<file path="src/rtl/cprv_pkg.sv">
// Shared opcodes, FSM state type and operand-usage decode for the CPRV hazard controller.
package cprv_pkg;

    localparam logic [6:0] OP        = 7'b0110011;
    localparam logic [6:0] OP_IMM    = 7'b0010011;
    localparam logic [6:0] OP_32     = 7'b0111011;
    localparam logic [6:0] OP_IMM_32 = 7'b0011011;
    localparam logic [6:0] LOAD      = 7'b0000011;
    localparam logic [6:0] STORE     = 7'b0100011;

    typedef enum logic [1:0] {
        ST_RUN   = 2'd0,
        ST_STALL = 2'd1,
        ST_FLUSH = 2'd2
    } hz_state_e;

    function automatic logic writes_rd(input logic [6:0] opc);
        case (opc)
            OP, OP_IMM, OP_32, OP_IMM_32, LOAD: writes_rd = 1'b1;
            default:                            writes_rd = 1'b0;
        endcase
    endfunction

    function automatic logic uses_rs1(input logic [6:0] opc);
        case (opc)
            OP, OP_IMM, OP_32, OP_IMM_32, LOAD, STORE: uses_rs1 = 1'b1;
            default:                                   uses_rs1 = 1'b0;
        endcase
    endfunction

    function automatic logic uses_rs2(input logic [6:0] opc);
        case (opc)
            OP, OP_32, STORE: uses_rs2 = 1'b1;
            default:          uses_rs2 = 1'b0;
        endcase
    endfunction

endpackage

</file>
<file path="src/rtl/cprv_scoreboard.sv">
// Pending-write bitmap: one bit per architectural register, x0 never pending.
module cprv_scoreboard
(
    input  logic       clk,
    input  logic       rst,
    input  logic       set_en_i,
    input  logic [4:0] set_addr_i,
    input  logic       clr_en_i,
    input  logic [4:0] clr_addr_i,
    input  logic       flush_i,
    input  logic [4:0] rd_addr_a_i,
    input  logic [4:0] rd_addr_b_i,
    output logic       pend_a_o,
    output logic       pend_b_o
);

    logic [31:0] r_pending;
    logic [31:0] w_set_mask;
    logic [31:0] w_clr_mask;
    logic [31:0] w_pending_nxt;

    // Next bitmap: flush wipes everything, otherwise a set beats a clear of the same bit.
    always_comb begin
        w_set_mask    = 32'd0;
        w_clr_mask    = 32'd0;
        w_pending_nxt = r_pending;
        if (set_en_i) begin
            w_set_mask = 32'd1 << set_addr_i;
        end else begin
            w_set_mask = 32'd0;
        end
        if (clr_en_i) begin
            w_clr_mask = 32'd1 << clr_addr_i;
        end else begin
            w_clr_mask = 32'd0;
        end
        if (flush_i) begin
            w_pending_nxt = 32'd0;
        end else begin
            w_pending_nxt = (r_pending & ~w_clr_mask) | w_set_mask;
        end
        w_pending_nxt[0] = 1'b0;
    end

    // Bitmap register.
    always_ff @(posedge clk or posedge rst) begin
        if (rst) begin
            r_pending <= 32'd0;
        end else begin
            r_pending <= w_pending_nxt;
        end
    end

    assign pend_a_o = r_pending[rd_addr_a_i];
    assign pend_b_o = r_pending[rd_addr_b_i];

endmodule

</file>
<file path="src/rtl/cprv_hazard_ctrl.sv">
// RAW interlock, in-flight limiter and flush sequencer between IF and ID.
// Define CPRV_HAZARD_BYPASS_EN to let a same-cycle writeback satisfy a dependency.
module cprv_hazard_ctrl #(
    parameter int INSTR_WIDTH  = 32,
    parameter int MAX_INFLIGHT = 4
) (
    input  logic                   clk,
    input  logic                   rst,
    input  logic                   valid_id_i,
    input  logic [INSTR_WIDTH-1:0] instr_data_id_i,
    output logic                   ready_id_o,
    output logic                   valid_dec_o,
    input  logic                   ready_dec_i,
    input  logic                   wb_en_i,
    input  logic [4:0]             wb_addr_i,
    input  logic                   retire_i,
    input  logic                   flush_i,
    output logic                   stall_o,
    output logic [3:0]             inflight_o,
    output logic [1:0]             state_o
);
    import cprv_pkg::*;

    localparam logic [3:0] LP_MAX_INFLIGHT = 4'(MAX_INFLIGHT);

    hz_state_e  r_state;
    hz_state_e  w_state_nxt;
    logic [3:0] r_inflight;
    logic [3:0] w_inflight_nxt;

    logic [6:0] w_opc;
    logic [4:0] w_rd;
    logic [4:0] w_rs1;
    logic [4:0] w_rs2;
    logic       w_pend_rs1;
    logic       w_pend_rs2;
    logic       w_byp_rs1;
    logic       w_byp_rs2;
    logic       w_hazard;
    logic       w_full;
    logic       w_run;
    logic       w_stall;
    logic       w_issue;
    logic       w_retire_dec;
    logic       w_unused;

    assign w_opc    = instr_data_id_i[6:0];
    assign w_rd     = instr_data_id_i[11:7];
    assign w_rs1    = instr_data_id_i[19:15];
    assign w_rs2    = instr_data_id_i[24:20];
    assign w_unused = ^{instr_data_id_i[INSTR_WIDTH-1:25], instr_data_id_i[14:12]};

    cprv_scoreboard u_sb (
        .clk         (clk),
        .rst         (rst),
        .set_en_i    (w_issue && writes_rd(w_opc)),
        .set_addr_i  (w_rd),
        .clr_en_i    (wb_en_i),
        .clr_addr_i  (wb_addr_i),
        .flush_i     (flush_i),
        .rd_addr_a_i (w_rs1),
        .rd_addr_b_i (w_rs2),
        .pend_a_o    (w_pend_rs1),
        .pend_b_o    (w_pend_rs2)
    );

`ifdef CPRV_HAZARD_BYPASS_EN
    assign w_byp_rs1 = wb_en_i && (wb_addr_i == w_rs1);
    assign w_byp_rs2 = wb_en_i && (wb_addr_i == w_rs2);
`else
    assign w_byp_rs1 = 1'b0;
    assign w_byp_rs2 = 1'b0;
`endif

    assign w_hazard = (uses_rs1(w_opc) && w_pend_rs1 && !w_byp_rs1) ||
                      (uses_rs2(w_opc) && w_pend_rs2 && !w_byp_rs2);
    assign w_full   = (r_inflight == LP_MAX_INFLIGHT);
    assign w_run    = (r_state == ST_RUN);
    assign w_stall  = w_run && valid_id_i && (w_hazard || w_full);
    assign w_issue  = valid_dec_o && ready_dec_i;
    // A retire with nothing outstanding is a stray pulse and must not wrap the counter.
    assign w_retire_dec = retire_i && (r_inflight != 4'd0);

    assign stall_o     = w_stall;
    assign valid_dec_o = valid_id_i && w_run && !w_stall;
    assign ready_id_o  = ready_dec_i && w_run && !w_stall;
    assign inflight_o  = r_inflight;
    assign state_o     = r_state;

    // Next state: flush overrides everything; STALL re-arms once the offered instruction is clear.
    always_comb begin
        w_state_nxt = r_state;
        if (flush_i) begin
            w_state_nxt = ST_FLUSH;
        end else begin
            case (r_state)
                ST_RUN:   w_state_nxt = w_stall ? ST_STALL : ST_RUN;
                ST_STALL: w_state_nxt = (valid_id_i && (w_hazard || w_full)) ? ST_STALL : ST_RUN;
                ST_FLUSH: w_state_nxt = (r_inflight == 4'd0) ? ST_RUN : ST_FLUSH;
                default:  w_state_nxt = ST_RUN;
            endcase
        end
    end

    // Next in-flight count.
    always_comb begin
        w_inflight_nxt = r_inflight;
        case ({w_issue, w_retire_dec})
            2'b10:   w_inflight_nxt = r_inflight + 4'd1;
            2'b01:   w_inflight_nxt = r_inflight - 4'd1;
            default: w_inflight_nxt = r_inflight;
        endcase
    end

    // State and counter registers.
    always_ff @(posedge clk or posedge rst) begin
        if (rst) begin
            r_state    <= ST_RUN;
            r_inflight <= 4'd0;
        end else begin
            r_state    <= w_state_nxt;
            r_inflight <= w_inflight_nxt;
        end
    end

endmodule
</file>
<file path="config.mk">
export PLATFORM = sky130hd
export DESIGN_NAME = cprv_hazard_ctrl
export DESIGN_NICKNAME = d
export VERILOG_FILES = /design/src/rtl/cprv_pkg.sv /design/src/rtl/cprv_scoreboard.sv /design/src/rtl/cprv_hazard_ctrl.sv
export SDC_FILE = /design/constraint.sdc
export NUM_CORES = 1
export LEC_CHECK = 0
export ABC_AREA = 1
export CAP_MARGIN = 20
export CELL_PAD_IN_SITES_DETAIL_PLACEMENT = 2
export CELL_PAD_IN_SITES_GLOBAL_PLACEMENT = 2
export CORE_UTILIZATION = 28
export DETAILED_ROUTE_END_ITERATION = 12
export PLACE_DENSITY_LB_ADDON = 0.1
export SLEW_MARGIN = 20
export SYNTH_ARGS = -nofsm -noshare
export SYNTH_HDL_FRONTEND = slang
export SYNTH_SLANG_ARGS = --single-unit
</file>
<file path="constraint.sdc">
create_clock -name clk -period 2.9 [get_ports clk]
set_input_delay 0.58 -clock clk [delete_from_list [all_inputs] [get_ports clk]]
set_output_delay 0.58 -clock clk [all_outputs]
set_load 0.005 [all_outputs]
</file>
==> results of run 1 <==
-- path summary, 6_finish.rpt --
path / startpoint / cells after the start / slack [ps] / end
setup / recovery: instr_data_id_i[3] / 17 / 20 / inflight_o[3]
hold / removal: inflight_o[0] / 1 / 550 / inflight_o[0]
setup reg to reg: u_sb.r_pending[2] / 19 / 100 / inflight_o[3]
hold reg to reg: inflight_o[0] / 1 / 550 / inflight_o[0]
max in group asynchronous: rst / 3 / 1840 / u_sb.r_pending[29]
min in group asynchronous: rst / 3 / 710 / inflight_o[2]
-- metrics by stage --
step	area, um^2	cells	TNS, ps	setup slack, ps
floorplan	2950	450	-12.9	-12.9
global placement	3560	618	-4510	-573
detailed placement	3560	618	-7270	-704
CTS	3710	627	0	13.2
global route	3910	631	-96.2	-96.2
finish	3910	631	0	22.6
-- repair_timing --
action	CTS	global route
pin swaps	7	23
endpoints found under the setup margin	6	2
gates resized for setup	29	54
setup buffers	0	3
cloned	1	1
hold buffers	0	0
-- logic make-up after synthesis --
kind of cell / share of synthesized area, %
fa+ha+maj: 1.97
compound gates: 12.1
xor+xnor: 0.898
buf+inv: 12.8
simple gates: 40.6
flops: 31.6
-- final cells by class --
class,count,area share [%]
Tap cell,133,4.26
Clock inverter,2,0.256
Clock buffer,6,1.86
Timing Repair Buffer,71,17.6
Inverter,50,5.12
Multi-Input combinational cell,332,47.1
Sequential cell,37,23.7
-- layer usage --
layer	GRT usage (%)	vias up	part of all wire (%)
met1	28.2	1662	46
met3	1.75	8	2.3
li1	-	1622	-
met2	37.5	46	50
met5	0	-	0
met4	5.41	0	1.2
-- state kept, by name, summed over array words and instances, names as in the netlist --
register and cells:
state_o 2, inflight_o 4, u_sb.r_pending 31
-- cell usage in the layout (no fill, tap or decap), types with 3 or more instances in the layout --
cell type / n
clkbuf_2: 4
a21oi_1: 33
clkbuf_8: 5
dlygate4sd2_1: 3
nor2_1: 36
nand2_1: 89
nor3_1: 9
nand2_2: 11
buf_4: 25
inv_1: 45
nand3_1: 31
dfrtp_1: 37
o21ai_0: 32
clkdlybuf4s50_1: 28
nand3_2: 24
nand4_1: 49
dlymetal6s2s_1: 4
ha_4: 3
-- worst max-delay path, cell delays in order --
cell and delay [ps]:
clkdlybuf4s50_1 450, inv_1 50, o21ai_1 190, nor2_1 90
nand3_2 100, nand3_4 100, nor2_4 130, nand2_2 70
ha_4 180, ha_4 250, nand2_2 70, nor2_1 50
a211oi_2 260, nor2_1 100, nor2_1 140, nand2_1 90
xor2_1 140
-- report_power, final --
group,total (mW),internal [mW],switching (mW),leakage [nW]
Combinational,0.658,0.313,0.346,1.15
Clock,0.343,0.167,0.176,0.0450
Sequential,0.600,0.550,0.0495,0.504
Total,1.60,1.03,0.571,1.70
==> impl_results.md, run 1 <==
* GRT Resource Usage Total at 21.4%
* Worst Path Required at roughly 3100 ps
* Global placer's final weighted congestion at 0.840
* Clock Skew at 11.1 ps
* Crit Path Category: in -> reg
* Wirelength, routed at 12000 um
* Flops & latches, synth at 37
* Die ar. at 0.0109 mm^2
* Worst-Skew Late Latency at 280 ps
* Asr flop ratio synth at between 90% and 100%
* Setup crit start kind: primary input
* Gr ovfl total at 0
* Buffers on Ports at 42
* Crit path max fanout at 3
* Layout cells sized above 1 at 18.3%
* Max-Cap Viols at 0
* Core area at 0.00995 mm^2
* Via Count at 3338
* Pwr Total at between 1.5 and 2 mW
* Number of global-route vias before repair at ~3500
* Largest net degree at the start of global routing at 38
* Sequential Area at 926 um^2
* Post-synth cell types at 26
* Tightest Hold Check Type: reg -> reg
* FMAX at 348 MHz
* Post-layout minimum cycle time at 2880 ps
* IO Pins at 53
* EDFF count, synth at 0
* Synth Area per Inst at between 6 and 7 um^2
* Total leakage power at 1.70 nW
* Antenna Nets Post-Route at 0
* Post-Syn Area at ~0.0029 mm^2
* Post-synthesis sequential area ratio at about a third
* Post-Route Utilization at 39.2%
* TritonCTS clock tree: done
* Post-DR vias/cell at roughly 5.3
* Area of the multi-input gates at 0.00184 mm^2
* Synth top cells by count: nand2_1 (100), nand3_1 (55), nand4_1 (49), inv_1 (47), dfrtp_1 (37)
* Most common cell in the synthesized netlist: nand2_1
* Drt wl/cell at about 19 um
* Synth warn at 0
* Status: complete, no violations
* Initial Util at just under 30%
* Ant. Diodes at 0
* Dominant synthesized flop cell: dfrtp_1
* DRT Pass-1 Iters at 4
* Mapped Nets at 498
* CTS Buffer Depth at 2
* First DRT Iteration DRCs at 135
* Area delta synth->final at 33.4%
* # DRC at 0
* Final setup fails at 0
* Peak supply drop at 0.000225 V
* Clock sinks at 37
* Antenna violations before repair at 0
* Chip height at about 100 um
* WHS at between 500 and 600 ps
* CTS Buf Count at 5
* Cell row count at 36
* Fillers at about 1200
* Crit share post-route at just under 100%
* Critical Path End Type: register
* Die X-Extent at 104 um
* PwrDens at 410 mW/mm^2
* Yosys top cell area share at 31.6%
* First-pass GRT wire length at 18300 um
* # nets final at approximately 550
* Hpwl dp at 8990 um
* Worst Max-Slew Pin Slew at approximately 550 ps
* Yosys top cell by area: dfrtp_1
* Clk slew on worst S/H paths at 80 ps
* Max-slew headroom at a little over three fifths
* Top post-synthesis cells by area: dfrtp_1 (32%), nand2_1 (13%), nand4_1 (10%)
* Hold Vio Cnt, Final at 0
* H-tree level count at 2
* CP arrival at 3040 ps
* Root Driver: clkbuf_8
* Synthesized instance count at 450
* Max-slew violations at 0
(Power assumes the default switching activity.)
==> run 2, diff against run 1 <==
--- a/config.mk
+++ b/config.mk
@@ -11,6 +11,7 @@
 export CELL_PAD_IN_SITES_GLOBAL_PLACEMENT = 2
 export CORE_UTILIZATION = 28
 export DETAILED_ROUTE_END_ITERATION = 12
+export HOLD_SLACK_MARGIN = 0.06
 export PLACE_DENSITY_LB_ADDON = 0.1
 export SLEW_MARGIN = 20
 export SYNTH_ARGS = -nofsm -noshare
==> results of run 2 <==
Same layout as run 1: the final DEF is identical, and so are final timing and power.
==> run 3, diff against run 2 <==
--- a/config.mk
+++ b/config.mk
@@ -5,12 +5,13 @@
 export SDC_FILE = /design/constraint.sdc
 export NUM_CORES = 1
 export LEC_CHECK = 0
-export ABC_AREA = 1
+export ABC_CLOCK_PERIOD_IN_PS = 2900
 export CAP_MARGIN = 20
 export CELL_PAD_IN_SITES_DETAIL_PLACEMENT = 2
 export CELL_PAD_IN_SITES_GLOBAL_PLACEMENT = 2
-export CORE_UTILIZATION = 28
+export CORE_UTILIZATION = 32
 export DETAILED_ROUTE_END_ITERATION = 12
+export GPL_TIMING_DRIVEN = 0
 export HOLD_SLACK_MARGIN = 0.06
 export PLACE_DENSITY_LB_ADDON = 0.1
 export SLEW_MARGIN = 20
==> impl_results.md, run 3 <==
* Status: complete, no violations (unchanged)
* Worst hold start: state_o[1] (was inflight_o[0])
* Asr flop ratio synth at 100% (unchanged)
* GRT Resource Usage Total at 22.5% (was 21.4%)
* Yosys top cell area share at 36.2% (was 31.6%)
* TritonCTS clock tree: done (unchanged)
* Setup crit start kind: register (was primary input)
* Max-slew violations at 0 (unchanged)
* Max-Cap Viols at 0 (unchanged)
* Crit share post-route at 99.9% (was 99.2%)
* Via Count at 2403 (was 3338)
* Synth Area in Compound Gates at 19.6% (was 12.1%)
* Hpwl dp at 6790 um (was 8990 um)
* Wirelength, routed at 8950 um (was 12000 um)
* Post-synth cell types at 53 (was 26)
* Clk network pwr share at 30.2% (was 21.4%)
* Initial Util at 33.1% (was 29.4%)
* Crit Path Category: reg -> reg (was in -> reg)
* Flops & latches, synth at 37 (unchanged)
* Hold Vio Cnt, Final at 0 (unchanged)
* Post-Synth XOR/XNOR Area at 1.37% (was 0.897%)
* Drt wl/cell at 21.0 um (was 19.0 um)
* Max-slew headroom at 56.9% (was 63.2%)
* CTS Buf Count at 5 (unchanged)
* Post-Syn Area at 0.00256 mm^2 (was 0.00293 mm^2)
* Synth top cells by count: dfrtp_1 (37), o21ai_0 (24), nand2_1 (21), nand3_1 (21), o211ai_1 (13) (was nand2_1 (100), nand3_1 (55), nand4_1 (49), inv_1 (47), dfrtp_1 (37))
* Root Driver: clkbuf_8 (unchanged)
* Total leakage power at 1.33 nW (was 1.70 nW)
* Seq pwr share at 38.6% (was 37.5%)
* Top post-synthesis cells by area: dfrtp_1 (36%), mux4_2 (6.2%), o21ai_0 (4.7%) (was dfrtp_1 (32%), nand2_1 (13%), nand4_1 (10%))
* PwrDens at 456 mW/mm^2 (was 410 mW/mm^2)
* Internal cell power at 1.09 mW (was 1.03 mW)
* Global placer's final weighted congestion at 0.811 (was 0.840)
* Mux contribution to synthesized area at 13.2% (was 0%)
* Critical Path End Type: register (unchanged)
* Crit path max fanout at 5 (was 3)
* Pwr Total at 1.56 mW (was 1.60 mW)
* Peak supply drop at 0.000358 V (was 0.000225 V)
* Setup repair after global routing missed its margin: yes
* Final setup fails at 0 (unchanged)
* Buffers on Ports at 37 (was 42)
* Number of global-route vias before repair at 2540 (was 3497)
* Largest family of logic cells by synthesized area: simple AND/OR/NAND/NOR gates (unchanged)
* Comb power frac at 31.1% (was 41.1%)
* IO Pins at 53 (unchanged)
* Clk slew on worst S/H paths at 70 ps (was 80 ps)
* R2R Setup Slk at 2 ps (was 100 ps)
* Ant. Diodes at 0 (unchanged)
* Core area at 0.00773 mm^2 (was 0.00995 mm^2)
* CTS Buffer Depth at 2 (unchanged)
* # DRC at 0 (unchanged)
* Worst-Skew Late Latency at 300 ps (was 280 ps)
* Max reg flops at 31 (unchanged)
* Critical R2R Capture: inflight_o[3] (unchanged)
* Post-Route Utilization at 44.3% (was 39.2%)
* CP arrival at 3070 ps (was 3040 ps)
* Layout cells sized above 1 at 23.4% (was 18.3%)
* # nets final at 372 (was 545)
* WHS at 531 ps (was 549 ps)
* FF-to-FF Start: u_sb.r_pending[26] (was u_sb.r_pending[2])
* Antenna Nets Post-Route at 0 (unchanged)
* Mapped Nets at 313 (was 498)
* Die ar. at 0.00836 mm^2 (was 0.0109 mm^2)
* Largest register by flop count: u_sb.r_pending (unchanged)
* Worst Max-Slew Pin Slew at 645 ps (was 551 ps)
* Commonest non-fill, non-tap cell in the layout: dfrtp_1 (was nand2_1)
* Synth warn at 0 (unchanged)
* Antenna violations before repair at 0 (unchanged)
* DRT Pass-1 Iters at 4 (unchanged)
* Post-DR vias/cell at 5.63 (was 5.29)
* Post-synthesis sequential area ratio at 36.2% (was 31.6%)
* Largest net degree at the start of global routing at 27 (was 38)
* R2R depth at 13 (was 19)
* Worst Path Required at 3070 ps (about the same)
* Synth Area per Inst at 9.66 um^2 (was 6.51 um^2)
* Area delta synth->final at 33.7% (was 33.4%)
* Switching Share at 30.3% (was 35.7%)
* Tightest Hold Check Type: reg -> reg (unchanged)
* Post-layout minimum cycle time at 2900 ps (was 2880 ps)
* Die X-Extent at 91.4 um (was 104 um)
* Chip height at 91.4 um (was 104 um)
* Yosys top cell by area: dfrtp_1 (unchanged)
* Clock Skew at 10.2 ps (was 11.1 ps)
* First DRT Iteration DRCs at 91 (was 135)
* Most common cell in the synthesized netlist: dfrtp_1 (was nand2_1)
* Sw power at 0.474 mW (was 0.571 mW)
* Clock sinks at 37 (unchanged)
* FMAX at 345 MHz (was 348 MHz)
* Cell row count at 32 (was 36)
* Simple-gate share of the synthesized area at 23.8% (was 40.6%)
* EDFF count, synth at 0 (unchanged)
* Gr ovfl total at 0 (unchanged)
* Dominant synthesized flop cell: dfrtp_1 (unchanged)
* First-pass GRT wire length at 14300 um (was 18300 um)
* H-tree level count at 2 (unchanged)
* Hold path depth at 1 (unchanged)
* Synthesized instance count at 265 (was 450)
* Synth Area in Adders at 2.25% (was 1.97%)
* Most frequent cells in the layout: dfrtp_1 (36), clkdlybuf4s50_1 (28), o21ai_0 (24) (was nand2_1 (89), nand4_1 (49), inv_1 (45))
* End of the worst hold path: state_o[0] (was inflight_o[0])
run 3: worst max-delay path by stage:
stage / slack (ps) / endpoint / start / depth (start not counted)
final: 2 / inflight_o[3] / u_sb.r_pending[26] / 13
after global routing: -120 / inflight_o[3] / u_sb.r_pending[26] / 13
after CTS: 0.3 / inflight_o[3] / u_sb.r_pending[23] / 13
after detailed placement: -850 / inflight_o[3] / instr_data_id_i[16] / 15
after global placement: -840 / inflight_o[3] / instr_data_id_i[16] / 15
after floorplan: -190 / inflight_o[3] / instr_data_id_i[20] / 14
run 3: cell families after synthesis:
family	after synthesis
flip-flops	37
AO/OA/AOI/OAI	72
multiplexers	24
buffers and inverters	20
XOR/XNOR	4
AND/OR/NAND/NOR	104
adder cells (fa/ha/maj)	4
run 3: final cells by class:
| class | count | area (um^2) |
|---|---|---|
| Buffer | 11 | 75.1 |
| Clock buffer | 7 | 86.3 |
| Clock inverter | 1 | 30.0 |
| Fill cell | 840 | 4300 |
| Inverter | 9 | 33.8 |
| Multi-Input combinational cell | 208 | 1670 |
| Sequential cell | 37 | 927 |
| Tap cell | 102 | 128 |
| Timing Repair Buffer | 52 | 470 |
run 3: stage by stage:
step	instances	TNS (ps)	setup WS [ps]	area (um^2)
after floorplan	265	-198	-190	2590
after global placement	404	-5660	-837	3090
after detailed placement	405	-5870	-854	3110
after CTS	422	0	0.285	3360
after global routing	427	-119	-118	3420
final	427	0	1.62	3420
run 3: what timing repair did:
item | in CTS | in global routing
setup endpoints to repair | 6 | 4
resized for setup | 32 | 9
pin swaps | 11 | 6
buffers inserted | 9 | 5
hold buffers | 0 | 0
hold endpoints to repair | 0 | 0
run 3: per-layer routing:
metal  part of all wire [%]  up-vias  track usage (%)  wire length, um
met4                   0.90        0             5.16               81
met2                     48       38             36.6             4310
li1                       -     1120                -                -
met5                      0        -                0                0
met1                     48     1237             32.1             4330
met3                    2.6        8             2.26              235
run 3: critical path, stage by stage, from the launching register on:
cell       delay [ps]
dfrtp_1           440
mux4_2            490
mux2i_2           200
nor2b_2            80
o2111ai_4         240
and3_4            260
nand2b_4           70
ha_4              180
ha_4              210
a21o_1            160
a21oi_2           130
xnor2_1           130
nor2_1             70
xor2_1            140
run 3: power by group through the flow:
stage / logic, mW / registers, mW / clock network, mW
finish: 0.486 / 0.604 / 0.472
CTS: 0.479 / 0.606 / 0.484
detailed placement: 0.458 / 0.616 / 0
global placement: 0.432 / 0.617 / 0
global route: 0.537 / 0.610 / 0.500
floorplan: 0.256 / 0.605 / 0
